===== config.mk =====
export PLATFORM = sky130hd
export DESIGN_NAME = arp_decode8
export DESIGN_NICKNAME = d
export VERILOG_FILES = /design/src/rtl/udp_core8_pkg.sv /design/src/rtl/arp_decode8.sv
export SDC_FILE = /design/constraint.sdc
export NUM_CORES = 1
export LEC_CHECK = 0
export CAP_MARGIN = 0
export CORE_ASPECT_RATIO = 0.9
export CORE_MARGIN = 2
export CORE_UTILIZATION = 40
export CTS_CLUSTER_SIZE = 30
export DETAILED_ROUTE_END_ITERATION = 10
export GPL_ROUTABILITY_DRIVEN = 0
export PLACE_DENSITY = 0.8
export SLEW_MARGIN = 10
export SYNTH_ARGS = -nofsm -noshare
export SYNTH_HDL_FRONTEND = slang
export SYNTH_SLANG_ARGS = --single-unit

===== constraint.sdc =====
create_clock -name clk -period 3.77 [get_ports clk]
set_input_delay 0.377 -clock clk [delete_from_list [all_inputs] [get_ports clk]]
set_output_delay 0.377 -clock clk [all_outputs]
set_load 0.05 [all_outputs]

===== src/rtl/udp_core8_pkg.sv =====
// Shared constants for the byte-serial ARP encoder/decoder pair.
// Provides fixed ARP header values, per-field byte offsets and the decoder state type.
package udp_core8_pkg;

    // Fixed ARP header values for Ethernet/IPv4.
    localparam logic [15:0] ARP_HTYPE_ETH  = 16'h0001;
    localparam logic [15:0] ETHERTYPE_IPV4 = 16'h0800;
    localparam logic [7:0]  ARP_HLEN       = 8'h06;
    localparam logic [7:0]  ARP_PLEN       = 8'h04;
    localparam logic [15:0] ARP_OP_REQUEST = 16'h0001;
    localparam logic [15:0] ARP_OP_REPLY   = 16'h0002;
    localparam int          ARP_BYTES      = 28;

    // Byte offsets of each field within the ARP payload.
    localparam logic [4:0] ARP_OFF_HTYPE = 5'd0;
    localparam logic [4:0] ARP_OFF_PTYPE = 5'd2;
    localparam logic [4:0] ARP_OFF_HLEN  = 5'd4;
    localparam logic [4:0] ARP_OFF_PLEN  = 5'd5;
    localparam logic [4:0] ARP_OFF_OPER  = 5'd6;
    localparam logic [4:0] ARP_OFF_SHA   = 5'd8;
    localparam logic [4:0] ARP_OFF_SPA   = 5'd14;
    localparam logic [4:0] ARP_OFF_THA   = 5'd18;
    localparam logic [4:0] ARP_OFF_TPA   = 5'd24;

    typedef enum logic [1:0] {
        ARP_PARSE = 2'd0,
        ARP_DONE  = 2'd1,
        ARP_IDLE  = 2'd2
    } arp_dec_state_e;

    // Returns {check_enable, expected_byte} for a payload index.
    // Only the fixed header bytes (0..5) are checked.
    function automatic logic [8:0] arp_hdr_expect(input logic [4:0] idx);
        logic [8:0] r;
        r = 9'd0;
        case (idx)
            ARP_OFF_HTYPE:        r = {1'b1, ARP_HTYPE_ETH[15:8]};
            ARP_OFF_HTYPE + 5'd1: r = {1'b1, ARP_HTYPE_ETH[7:0]};
            ARP_OFF_PTYPE:        r = {1'b1, ETHERTYPE_IPV4[15:8]};
            ARP_OFF_PTYPE + 5'd1: r = {1'b1, ETHERTYPE_IPV4[7:0]};
            ARP_OFF_HLEN:         r = {1'b1, ARP_HLEN};
            ARP_OFF_PLEN:         r = {1'b1, ARP_PLEN};
            default:              r = 9'd0;
        endcase
        return r;
    endfunction

endpackage


===== src/rtl/arp_decode8.sv =====
// Byte-serial ARP payload parser: checks the fixed header, extracts opcode/SHA/SPA/THA/TPA.
// Ports: clk, sync_reset, run, data_in, local_ip in; field outputs, done, valid, is_request_for_us, error out.
module arp_decode8 #(
    parameter int AVL_SIZE  = 8,
    parameter int ARP_BYTES = 28,
    parameter int MAC_SIZE  = 48,
    parameter int IP_SIZE   = 32
) (
    input  logic                clk,
    input  logic                sync_reset,
    input  logic                run,
    input  logic [AVL_SIZE-1:0] data_in,
    input  logic [IP_SIZE-1:0]  local_ip,
    output logic [15:0]         opcode,
    output logic [MAC_SIZE-1:0] sender_hardware_address,
    output logic [IP_SIZE-1:0]  sender_protocol_address,
    output logic [MAC_SIZE-1:0] target_hardware_address,
    output logic [IP_SIZE-1:0]  target_protocol_address,
    output logic                done,
    output logic                valid,
    output logic                is_request_for_us,
    output logic                error
);
    import udp_core8_pkg::*;

    localparam logic [4:0] IDX_LAST = 5'(ARP_BYTES - 1);
    localparam logic [4:0] IDX_SAT  = 5'(ARP_BYTES);

    arp_dec_state_e state_q, state_d;

    logic [4:0]          idx_q, idx_d;
    logic [15:0]         op_q, op_d;
    logic [MAC_SIZE-1:0] sha_q, sha_d;
    logic [IP_SIZE-1:0]  spa_q, spa_d;
    logic [MAC_SIZE-1:0] tha_q, tha_d;
    logic [IP_SIZE-1:0]  tpa_q, tpa_d;
    logic                done_q, done_d;
    logic                valid_q, valid_d;
    logic                rfu_q, rfu_d;
    logic                err_q, err_d;

    logic                accept;
    logic [8:0]          hdr;

    function automatic logic in_rng(
        input logic [4:0] i,
        input logic [4:0] lo,
        input logic [4:0] hi
    );
        return (i >= lo) && (i <= hi);
    endfunction

    assign accept = run && (state_q == ARP_PARSE);
    assign hdr    = arp_hdr_expect(idx_q);

    always_comb begin
        state_d = state_q;
        idx_d   = idx_q;
        op_d    = op_q;
        sha_d   = sha_q;
        spa_d   = spa_q;
        tha_d   = tha_q;
        tpa_d   = tpa_q;
        done_d  = 1'b0;
        valid_d = valid_q;
        rfu_d   = rfu_q;
        err_d   = err_q;

        case (state_q)
            ARP_PARSE: begin
                if (accept) begin
                    if (idx_q < IDX_SAT)
                        idx_d = idx_q + 5'd1;

                    if (hdr[8] && (data_in != hdr[7:0]))
                        err_d = 1'b1;

                    if (in_rng(idx_q, ARP_OFF_OPER, ARP_OFF_SHA - 5'd1))
                        op_d = {op_q[15-AVL_SIZE:0], data_in};
                    if (in_rng(idx_q, ARP_OFF_SHA, ARP_OFF_SPA - 5'd1))
                        sha_d = {sha_q[MAC_SIZE-AVL_SIZE-1:0], data_in};
                    if (in_rng(idx_q, ARP_OFF_SPA, ARP_OFF_THA - 5'd1))
                        spa_d = {spa_q[IP_SIZE-AVL_SIZE-1:0], data_in};
                    if (in_rng(idx_q, ARP_OFF_THA, ARP_OFF_TPA - 5'd1))
                        tha_d = {tha_q[MAC_SIZE-AVL_SIZE-1:0], data_in};
                    if (in_rng(idx_q, ARP_OFF_TPA, IDX_LAST))
                        tpa_d = {tpa_q[IP_SIZE-AVL_SIZE-1:0], data_in};

                    // Verdict is registered on the edge that takes the
                    // last byte so it is visible alongside done.
                    if (idx_q == IDX_LAST) begin
                        state_d = ARP_DONE;
                        done_d  = 1'b1;
                        valid_d = !err_d &&
                                  ((op_q == ARP_OP_REQUEST) ||
                                   (op_q == ARP_OP_REPLY));
                        rfu_d   = valid_d &&
                                  (op_q == ARP_OP_REQUEST) &&
                                  (tpa_d == local_ip);
                    end
                end
            end
            ARP_DONE: begin
                state_d = ARP_IDLE;
            end
            ARP_IDLE: begin
                state_d = ARP_IDLE;
            end
            default: begin
                state_d = ARP_IDLE;
            end
        endcase
    end

    always_ff @(posedge clk) begin
        if (sync_reset) begin
            state_q <= ARP_PARSE;
            idx_q   <= 5'd0;
            op_q    <= '0;
            sha_q   <= '0;
            spa_q   <= '0;
            tha_q   <= '0;
            tpa_q   <= '0;
            done_q  <= 1'b0;
            valid_q <= 1'b0;
            rfu_q   <= 1'b0;
            err_q   <= 1'b0;
        end else begin
            state_q <= state_d;
            idx_q   <= idx_d;
            op_q    <= op_d;
            sha_q   <= sha_d;
            spa_q   <= spa_d;
            tha_q   <= tha_d;
            tpa_q   <= tpa_d;
            done_q  <= done_d;
            valid_q <= valid_d;
            rfu_q   <= rfu_d;
            err_q   <= err_d;
        end
    end

    assign opcode                  = op_q;
    assign sender_hardware_address = sha_q;
    assign sender_protocol_address = spa_q;
    assign target_hardware_address = tha_q;
    assign target_protocol_address = tpa_q;
    assign done                    = done_q;
    assign valid                   = valid_q;
    assign is_request_for_us       = rfu_q;
    assign error                   = err_q;

endmodule


==> metrics.cfg <==
[outcome]
outcome = completed

[power]
cellPowerDensity_mw_per_mm2 = 370
peakVddDrop_mv = 0.334
p_leak_nw = 3.52
finalPower_mw = 3.93

[yosys]
ys_async_sr_fraction = 0
yosys_most_used_dff = dfxtp_1
synth_top_area_share = 0.488
yosys-top-cells-area = dfxtp_1 49%, nand2_1 13%, a21oi_1 9.3%, mux2i_1 7.2%, nor2_1 3.1%
yosysUniqueCellTypes = 47
synth_warnings = 0
synth_top_area_cell = dfxtp_1
synth_seq_cells = 187
synth_edf_count = 0
syn_avg_cell_area_sq_um = 8.14
synth_nets = 990
synth_area_sq_mm = 0.00768
seq_area_frac_synth = 0.488
synthCells = 943

[timing]
slew_viol_final = 0
worstMarginPinSlew_ns = 0.746
fmax_mhz = 393
holdWs_ns = 0.375
fin_worst_skew_ns = 0.0123
finalHoldViolCount = 0
slew_headroom = 0.502
setup_tns_ns = 0
rsz0062_at_grt = false
fin_crit_ns = 2.55
setup_viol = 0
fin_crit_sh = 0.675

[cts]
cts_tree = done
root_buffer = clkbuf_16
clock_path_buffers = 2
cts_resized = 0
h-tree-depth = 4
ctsHoldBuffers = 0
clkLatencyLatePin_ns = 0.43
cts_buffers = 17
cts_setup_buffers = 0
clkTransAtPathRegs_ns = 0.07
cts.sinks = 187

[detailed_routing]
post_drt_via_cell_ratio = 5.15
antenna_left = 0
dr.pass1.iters = 5
wl_per_cell_microns = 16.3
wl_microns = 22700
drt_iter0_drc = 499
drcViolationCount = 0
vias = 7175

[cells_and_area]
fillers = 1747
nNetsFinal = 1178
layout-drive-gt1-share = 0.0490
regArea_sq_mm = 0.00374
antennaDiodeCount = 0
multiInputGateArea_sq_mm = 0.00355
area_growth_pct = 38.3

[setup_path]
critPathCaptureType = flop
cp.arrival_ns = 2.91
worstSetupStartpointType = flop
worstSetupPathType = reg -> reg
crit_fanout = 21
required_ns = 4.13

[floorplan]
pin_count = 223
die-height_microns = 135
dieArea_sq_mm = 0.0203
initial_utilization = 0.404
dieWidth_microns = 150
fp-row-count = 48
core_area_sq_mm = 0.0190

[flow_run]
max-cap-violations = 0

[global_routing]
grt_max_degree = 75
antenna_found_initial = 0
grtUsageTotal = 0.220
grt_overflow = 0
grt_pass1_wl_microns = 35000
grt_pass1_vias = 6531

[place]
io_buffers = 222
hpwl_microns = 15600

[min_path]
worstHoldPathType = in -> reg

[through the flow]
| step | std cells | instance area (sq um) | utilization | setup slack (ns) |
|---|---|---|---|---|
| 2_1_floorplan | 943 | 7680 | - | 1.82 |
| 3_3_place_gp | 1362 | 10000 | 0.529 | 1.29 |
| 3_5_place_dp | 1362 | 10000 | 0.529 | 1.28 |
| 4_1_cts | 1394 | 10600 | 0.559 | 1.27 |
| 5_1_grt | 1394 | 10600 | 0.559 | 0.942 |
| 6_report | 1394 | 10600 | 0.559 | 1.22 |
[layer usage]
metal / routed length (microns) / GRT usage / vias up
met1: 9410 / 0.280 / 3300
met3: 1920 / 0.0673 / 50
li1: - / - / 3516
met2: 10700 / 0.351 / 309
met4: 636 / 0.0802 / 0
met5: 0 / 0 / -
[report_power, final]
group | switching [mW] | internal (mW)
Sequential | 0.00748 | 1.98
Clock | 0.807 | 0.944
Combinational | 0.113 | 0.0768
[cell usage after synthesis (3+ instances only)]
master	count
nand2_1	274
dfxtp_1	187
a21oi_1	143
nor2_1	64
mux2i_1	55
clkbuf_1	43
inv_1	25
xor2_1	22
buf_2	15
nor4_1	14
xnor2_1	13
o22ai_1	10
o21ai_0	7
buf_4	6
nand3_1	6
a31oi_1	5
nand4_1	5
nor3_1	5
ha_1	4
nand3b_1	4
a221oi_1	3
[cell type report]
cell class	count	area share
Timing Repair Buffer	237	0.220
Multi-Input combinational cell	663	0.334
Inverter	25	0.00884
Clock buffer	18	0.0414
Clock inverter	14	0.0132
Tap cell	250	0.0295
Sequential cell	187	0.353
[cell families after synthesis]
family,Yosys count,share of synthesized area
simple gates,382,0.203
flops,187,0.488
compound gates,186,0.137
buf+inv,93,0.0528
mux,56,0.0732
xor+xnor,35,0.0399
fa+ha+maj,4,0.00652
[worst paths after layout]
path	start	depth (start not counted)	end	slack, ns
max	idx_q[1]$_SDFFE_PP0P_	8	is_request_for_us$_SDFFE_PP0P_	1.22
min reg2reg	target_hardware_address[42]$_SDFFE_PP0P_	2	target_hardware_address[42]$_SDFFE_PP0P_	0.45
max reg2reg	idx_q[1]$_SDFFE_PP0P_	8	is_request_for_us$_SDFFE_PP0P_	1.22
min	sync_reset	2	sender_protocol_address[25]$_SDFFE_PP0P_	0.38
[cells in the final DEF (no fill, tap or decap), drive strengths merged, types with 2 or more instances in the layout]
cell type,n
o311ai,2
dfxtp,187
o2111a,2
a21oi,143
and3b,2
nor4,15
mux2i,55
nand3,6
clkinv,5
o221ai,2
clkinvlp,4
inv,29
nand4,5
nor3,5
xor2,22
a31oi,5
nand3b,4
a222oi,2
nand2,275
o21ai,9
a221oi,3
ha,4
xnor2,13
clkbuf,18
buf,16
clkdlybuf4s50,221
nor2,66
o22ai,10
[critical path, stage by stage (launching register included)]
cell	delay, ns
dfxtp_1	0.53
ha_1	0.38
and3b_2	0.28
nor2_4	0.41
mux2i_1	0.28
xnor2_1	0.08
nor4_1	0.29
nand3_1	0.11
o21ai_1	0.12
[flip-flops by register name (all words and copies together) (netlist names)]
name and cells:
opcode 16, error 1, valid 1, target_hardware_address 48, sender_protocol_address 32, is_request_for_us 1
state_q 2, target_protocol_address 32, done 1, sender_hardware_address 48, idx_q 5
No activity file was read; power rests on OpenSTA's default activity.
